## src/rtl/fb_port_arbiter.sv

```systemverilog
// Shares one single-port 2-bit framebuffer RAM between display reads, a PPU
// write FIFO and a full-frame clear engine. Fixed priority: read > clear > FIFO.
module fb_port_arbiter #(
  parameter int DEPTH      = 23040,
  parameter int ADDR_W     = 15,
  parameter int FIFO_DEPTH = 4
) (
  input  logic              clk,
  input  logic              rst,
  input  logic              wr_valid,
  output logic              wr_ready,
  input  logic [ADDR_W-1:0] wr_addr,
  input  logic [1:0]        wr_data,
  output logic              wr_ovf,
  input  logic              ovf_clr,
  input  logic              rd_req,
  input  logic [ADDR_W-1:0] rd_addr,
  output logic              rd_valid,
  output logic [1:0]        rd_data,
  input  logic              clr_start,
  input  logic [1:0]        clr_color,
  output logic              clr_busy,
  output logic              clr_done,
  output logic [ADDR_W-1:0] ram_addr,
  output logic              ram_we,
  output logic [1:0]        ram_din,
  input  logic [1:0]        ram_dout
);
  localparam int PW = $clog2(FIFO_DEPTH);
  localparam int CW = PW + 1;
  localparam logic [ADDR_W:0]   DEPTH_W = (ADDR_W+1)'(DEPTH);
  localparam logic [ADDR_W-1:0] LAST    = ADDR_W'(DEPTH - 1);

  typedef struct packed {
    logic [ADDR_W-1:0] addr;
    logic [1:0]        data;
  } wr_ent_t;

  typedef enum logic {IDLE, CLEAR} clr_st_t;

  wr_ent_t           fifo_q [FIFO_DEPTH];
  wr_ent_t           head;
  logic [PW-1:0]     wptr, rptr;
  logic [CW-1:0]     cnt;
  logic              full, empty;
  logic              wr_in_range, rd_in_range;
  logic              push, pop, overflow;
  logic              rd_hit, rd_hit_q;
  logic              gnt_clr, gnt_fifo;
  clr_st_t           st;
  logic [ADDR_W-1:0] clr_ptr;
  logic [1:0]        clr_col_q;

  assign wr_in_range = {1'b0, wr_addr} < DEPTH_W;
  assign rd_in_range = {1'b0, rd_addr} < DEPTH_W;

  assign full     = (cnt == CW'(FIFO_DEPTH));
  assign empty    = (cnt == '0);
  assign wr_ready = !full;
  assign head     = fifo_q[rptr];

  // Out-of-range writes vanish silently, so they never count as overflow.
  assign push     = wr_valid && !full && wr_in_range;
  assign overflow = wr_valid &&  full && wr_in_range;

  // Reset gates the read grant so the RAM port idles while rst is held.
  assign rd_hit   = rd_req && rd_in_range && rst;
  assign gnt_clr  = clr_busy && !rd_hit;
  assign gnt_fifo = !empty && !rd_hit && !clr_busy;
  assign pop      = gnt_fifo;

  always_ff @(posedge clk) begin
    if (push) fifo_q[wptr] <= '{addr: wr_addr, data: wr_data};
  end

  always_ff @(posedge clk or negedge rst) begin
    if (!rst) begin
      wptr   <= '0;
      rptr   <= '0;
      cnt    <= '0;
      wr_ovf <= 1'b0;
    end else begin
      if (push) wptr <= wptr + PW'(1);
      if (pop)  rptr <= rptr + PW'(1);
      case ({push, pop})
        2'b10:   cnt <= cnt + CW'(1);
        2'b01:   cnt <= cnt - CW'(1);
        default: cnt <= cnt;
      endcase
      if (overflow)     wr_ovf <= 1'b1;
      else if (ovf_clr) wr_ovf <= 1'b0;
    end
  end

  always_ff @(posedge clk or negedge rst) begin
    if (!rst) begin
      rd_valid <= 1'b0;
      rd_hit_q <= 1'b0;
    end else begin
      rd_valid <= rd_req;
      rd_hit_q <= rd_hit;
    end
  end

  // The RAM output is already registered, so it lines up with rd_valid.
  assign rd_data = rd_hit_q ? ram_dout : 2'b00;

  always_ff @(posedge clk or negedge rst) begin
    if (!rst) begin
      st        <= IDLE;
      clr_busy  <= 1'b0;
      clr_done  <= 1'b0;
      clr_ptr   <= '0;
      clr_col_q <= '0;
    end else begin
      clr_done <= 1'b0;
      case (st)
        IDLE: if (clr_start) begin
          st        <= CLEAR;
          clr_busy  <= 1'b1;
          clr_ptr   <= '0;
          clr_col_q <= clr_color;
        end
        CLEAR: if (gnt_clr) begin
          if (clr_ptr == LAST) begin
            st       <= IDLE;
            clr_busy <= 1'b0;
            clr_done <= 1'b1;
          end else begin
            clr_ptr <= clr_ptr + ADDR_W'(1);
          end
        end
        default: st <= IDLE;
      endcase
    end
  end

  always_comb begin
    ram_addr = '0;
    ram_we   = 1'b0;
    ram_din  = 2'b00;
    if (rd_hit) begin
      ram_addr = rd_addr;
    end else if (gnt_clr) begin
      ram_addr = clr_ptr;
      ram_we   = 1'b1;
      ram_din  = clr_col_q;
    end else if (gnt_fifo) begin
      ram_addr = head.addr;
      ram_we   = 1'b1;
      ram_din  = head.data;
    end
  end

endmodule

```

## config.mk

```make
export PLATFORM = sky130hd
export DESIGN_NAME = fb_port_arbiter
export DESIGN_NICKNAME = d
export VERILOG_FILES = /design/src/rtl/fb_port_arbiter.sv
export SDC_FILE = /design/constraint.sdc
export NUM_CORES = 1
export LEC_CHECK = 0
export ABC_AREA = 1
export BUFFER_PORTS_ARGS = -buffer_cell sky130_fd_sc_hd__buf_2
export CORE_AREA = 2 2 98 100
export DETAILED_ROUTE_END_ITERATION = 10
export DIE_AREA = 0 0 100 102
export PLACE_DENSITY = 0.75
export SYNTH_ARGS = -nofsm -noshare
export SYNTH_HDL_FRONTEND = slang
export SYNTH_SLANG_ARGS = --single-unit
```

## constraint.sdc

```tcl
create_clock -name clk -period 1.9 [get_ports clk]
set_input_delay 0.57 -clock clk [delete_from_list [all_inputs] [get_ports clk]]
set_output_delay 0.57 -clock clk [all_outputs]
set_load 0.05 [all_outputs]
```

# Word level (Yosys, flattened, before mapping)
# Memory sizes are Yosys's and may differ from the RTL's.
# Cells that the tools add are included.
[classes] n_reduce_logical=19 order_cmp=2 mux=30 bitwise_logic=1 n_eq_ne=8 addsub=5
[ops] cell="two-way mux 15 bit" count=6
[ops] cell="less-than comparator 15 bit, second input constant" count=2
[ops] cell="one-hot mux 15 bit (2 select lines)" count=1
[ops] cell="two-way mux 1 bit" count=16
[ops] cell="adder 15 x 1 -> 15 bit, second input constant" count=1
[ops] cell="equality test 15 bit, second input constant" count=1
[ops] cell="logical AND 1 bit" count=9
[ops] cell="two-way mux 2 bit" count=4
[ops] cell="inequality test 2 bit, second input constant" count=3
[ops] cell="one-hot mux 3 bit (2 select lines)" count=1
[ops] cell="AND reduction 3 bit" count=2
[ops] cell="adder 2 x 1 -> 2 bit, second input constant" count=2
[ops] cell="logical NOT 1 bit" count=4
[ops] cell="one-hot mux 1 bit (2 select lines)" count=2
[ops] cell="nonzero test 2 bit" count=2
[ops] cell="adder 3 x 1 -> 3 bit, second input constant" count=1
[ops] cell="equality test 3 bit, second input constant" count=1
[ops] cell="logical NOT 3 bit" count=1
[ops] cell="subtractor 3 x 1 -> 3 bit, second input constant" count=1
[ops] cell="equality test 2 x 1 -> 1 bit, second input constant" count=1
[ops] cell="equality test 2 bit, second input constant" count=1
[ops] cell="inequality test 2 x 1 -> 1 bit, second input constant" count=1
[ops] cell="AND reduction 2 bit" count=1
[ops] cell="inverter 1 bit" count=1
[totals] elab_cells=77 reg_bits=30 ram_bits=68 n_memories=1 in_bits=42
[mem_list] name="fifo_q" depth=4 word_bits=17 read_ports=1 rd_ports_with_merged_regs=0 wr=1 line_no="41" rtl="wr_ent_t fifo_q [FIFO_DEPTH];"

# Logic depth before layout (Yosys ltp)
[logic_depth] ltp_word=9 ltp_mapped=15 mapped_depth_nobuf=14

# Worst setup path before layout
# OpenSTA, ideal clock, no wires.
[synth_path] kind="reg2reg" startpoint="register cnt[2]" endpoint="memory fifo_q[0][0] (netlist name), enable pin" arrival_ns=2.036 stages_incl_launch_ff=8 path_buffers=0 t_required_ns=1.509 setup_slack_ns=-0.526 cell_sequence="dfrtp_1 inv_1 nor3_1 inv_1 nand2_1 a21oi_1 inv_1 nor2_1"
[synth_via] elab_chain_len=6
[synth_rtl] item="start: declaration" line_no="44" rtl="logic [CW-1:0] cnt;"
[synth_rtl] item="start signal: assignment" line_no="86" rtl="2'b10: cnt <= cnt + CW'(1);"
[synth_rtl] item="start signal: assignment" line_no="87" rtl="2'b01: cnt <= cnt - CW'(1);"
[synth_rtl] item="start signal: assignment" line_no="88" rtl="default: cnt <= cnt;"
[synth_rtl] item="equality test 3 bit" line_no="57" rtl="assign full = (cnt == CW'(FIFO_DEPTH));"
[synth_rtl] item="logical NOT 1 bit"
[synth_rtl] item="net wr_ready" line_no="11" rtl="output logic wr_ready,"
[synth_rtl] item="logical AND 1 bit (2 in series)" line_no="63" rtl="assign push = wr_valid && !full && wr_in_range;"
[synth_rtl] item="two-way mux 1 bit" line_no="73" rtl="if (push) fifo_q[wptr] <= '{addr: wr_addr, data: wr_data};"
[synth_rtl] item="two-way mux 1 bit (not written as such)" line_no="73"
[synth_rtl] item="end: declaration" line_no="41"
# The timed path passes the listed nets, and every way through them passes these cells.

# Worst setup path in the final report
[layout_path] startpoint="register rptr[0]" endpoint="output port ram_addr[13]"
[layout_via] elab_chain_len=4
[layout_rtl] item="start: declaration" line_no="43" rtl="logic [PW-1:0] wptr, rptr;"
[layout_rtl] item="start signal: assignment" line_no="84" rtl="if (pop) rptr <= rptr + PW'(1);"
[layout_rtl] item="memory read (4 x 17 bit)"
[layout_rtl] item="two-way mux 15 bit" line_no="148" rtl="end else if (gnt_fifo) begin"
[layout_rtl] item="two-way mux 15 bit" line_no="144" rtl="end else if (gnt_clr) begin"
[layout_rtl] item="two-way mux 15 bit" line_no="142" rtl="if (rd_hit) begin"
[layout_rtl] item="end: declaration" line_no="24" rtl="output logic [ADDR_W-1:0] ram_addr,"
# Every way passes these cells.

==> flow_summary.toml <==
[status]
status = "complete, but fails checks"
violations = "setup timing"

[sta]
finalClockSkew_ns = 0.0101
setup_ws_ns = -0.429
final.min_clock_period_ns = 2.33
finalHoldViolCount = 0
fin_worst_hold_slack_ns = 0.137
relSlewSlack_pct = 64.5
tightest_slew_ns = 0.533
final_max_slew_viol_count = 0
fin_crit_sh_pct = 123
clock.fmax_mhz = 429
final-setup-viol-count = 21
rsz0062_at_grt = "yes"

[final_layout]
fin_nets = 671
num-fill-cells = 578
drive_gt1_share_pct = 41.9
diodes = 0
area_delta_synth_final_pct = 45.8
fin_area_um2 = 6780

[clock_network]
cts_tree = "built"
cts_hold_buf = 0
clk_path_buf_depth = 2
htreeDepth = 3
path_clk_slew_ns = 0.10
worstSkewPairLatency_ns = 0.37
cts_buffers = 9
cts-root-buf = "clkbuf_8"
clock-sinks = 98

[floorplanning]
start_util_pct = 51.0
core_region_area_um2 = 9110
die_w_um = 100
chipHeight_um = 102
die_area_um2 = 10200
row_count = 35
io_pins = 67

[routing]
drt-total-wl_um = 13500
route.detailed.drc = 0
wl_per_cell_um = 18.2
ant_nets = 0
vias = 4082
first_pass_iters = 5
initialDrtViolationCount = 396
routed_via_density = 5.53

[grt]
grt_overflow = 0
grt_max_degree = 18
grt_usage_pct = 27.1
grt_first_pass_wirelength_um = 20600
antenna_found_initial = 0
first_global_vias = 4036

[yosys]
ys_warn_count = 0
synthCells = 499
synthTopCellsByArea = "edfxtp_1 44%, dfrtp_1 16%, nand2_1 11%"
synth_compound_area_share_pct = 7.56
muxShareOfSynthArea_pct = 0
async_flop_share_pct = 30.6
synth_adder_area_share_pct = 2.05
synth_area_leader_cell = "edfxtp_1"
synth_edf_count = 68
ys_types = 28
seq_area_frac_synth_pct = 60.1
syn_nets = 548
synth_top_family_by_area = "simple AND/OR/NAND/NOR gates"
synth.avg_cell_area_um2 = 9.32
ys_seq_elements = 98
synth-xor-area-share_pct = 1.32
synth-simple-area-share_pct = 23.4
ys.flop_type = "edfxtp_1"
synth_top_area_share_pct = 43.9
netlist_area_um2 = 4650

[placed_design]
gp_congestion = 0.930
dpl.hpwl_um = 8010
placed_cell_area_um2 = 5630
post-place-ws_ns = -0.596
numPortBuffers = 66

[worst_setup_path]
path_cells = "clkinv_4 > buf_4 > o21ai_1 > o22ai_2 > nand2_1 > nand3_4 > buf_8"
cp.arrival_ns = 1.76
worst_setup_path_end_kind = "output pin"
start_kind = "flip-flop"
cp_slowest_cell = "dfrtp_2"
critPathMaxFanout = 8
path_class = "reg -> out"
slowest_delay_ns = 0.48
required_ns = 1.33

[run]
drv_cap = 0

[min_path]
worstHoldPathType = "in -> async"

[power_and_ir_drop]
leakage_nw = 3.00
peakVddDrop_mv = 0.914
p_per_area_nw_per_um2 = 1360
final cells by class:
| cell class | count | area [um^2] | area share [%] |
|---|---|---|---|
| timing repair inverter | 5 | 48.8 | 0.720 |
| multi-input combinational | 338 | 2230 | 32.9 |
| clock buffer | 10 | 128 | 1.88 |
| tap | 111 | 139 | 2.05 |
| inverter | 46 | 200 | 2.95 |
| sequential | 98 | 2790 | 41.2 |
| timing repair buffer | 124 | 1190 | 17.5 |
| clock inverter | 6 | 50.0 | 0.738 |
critical path: cells and delay by family (launching register included):
kind / cells / cell delay (ns)
DFF: 1 / 0.48
buffers and inverters: 3 / 0.43
AOI/OAI and AO/OA: 2 / 0.30
and+or+nand+nor: 2 / 0.18
report_power, final:
group / internal [W] / leakage, nW / switching, W / total, W
clock network: 0.000493 / 0.0888 / 0.000762 / 0.00125
registers: 0.00265 / 1.00 / 0.000254 / 0.00291
logic: 0.00210 / 1.90 / 0.00296 / 0.00505
total: 0.00524 / 3.00 / 0.00397 / 0.00922
worst paths after layout:
| path | to | slack (ns) | cells after the start | from |
|---|---|---|---|---|
| max reg2reg | cnt[2]$_DFFE_PN0P_ | -0.22 | 10 | clr_busy$_DFFE_PN0P_ |
| min in group clk | rd_valid$_DFF_PN0_ | 0.30 | 1 | rd_req |
| max in group asynchronous | rptr[0]$_DFFE_PN0P_ | 1.54 | 2 | rst |
| min | cnt[2]$_DFFE_PN0P_ | 0.14 | 2 | rst |
| max | ram_addr[13] | -0.43 | 7 | rptr[0]$_DFFE_PN0P_ |
| min reg2reg | clr_col_q[1]$_DFFE_PN0P_ | 0.49 | 2 | clr_col_q[1]$_DFFE_PN0P_ |
layout by cell type, fill, tap and decap left out, types with 10 or more instances in the layout:
master and n:
dfrtp_1 29, nand3_4 17, buf_4 36, buf_2 40
buf_8 21, nand2_1 106, nand3_1 16, o22ai_2 13
nor2_1 49, nand2_4 20, nor2_2 11, buf_6 18
o21ai_1 22, inv_1 31, nand2_2 17, edfxtp_1 68
o21ai_0 10
cells by family after synthesis:
kind of cell    count (synthesis)
xor+xnor                        7
buf+inv                        63
fa+ha+maj                       7
flops                          98
simple gates                  259
compound gates                 65
metrics by stage:
stage | TNS (ns) | std cells | total power, W | util [%]
after CTS | -6.72 | 731 | 0.00877 | 71.6
final | -7.44 | 738 | 0.00922 | 74.4
after global routing | -8.74 | 738 | 0.00962 | 74.4
after global placement | -18.93 | 698 | 0.00615 | 61.8
after floorplan | -12.23 | 499 | 0.00514 | -
after detailed placement | -20.15 | 698 | 0.00626 | 61.8
routing by layer:
layer  vias up  routed length (um)  GRT usage, %
met4         0                 514          15.8
met3        31                 983          3.49
met1      1944                5050          33.9
met5         -                   0             0
li1       1911                   -             -
met2       196                6920          46.0
cells in the mapped netlist (5+ instances only):
master / count
o21ai_0: 41
buf_2: 7
nand2_1: 140
ha_1: 6
clkbuf_1: 7
inv_1: 40
o22ai_1: 17
edfxtp_1: 68
nand3_1: 33
nand4_1: 9
nor2_1: 63
dfrtp_1: 30
xor2_1: 6
a21oi_1: 5
timing repair:
item                       in CTS  in global routing
setup endpoints to repair      21                 89
hold endpoints to repair        0                  0
cloned                          7                  2
gates resized for setup       182                 47
pin swaps                      30                  5
setup buffers                  10                  7
registers in the layout, summed over array words and instances, names as in the netlist:
signal     cells
rptr           2
fifo_q        68
wptr           2
clr_busy       1
clr_col_q      2
cnt            3
wr_ovf         1
clr_ptr       15
rd_valid       1
st             1
rd_hit_q       1
clr_done       1
Power figures use the tool's default switching activity.
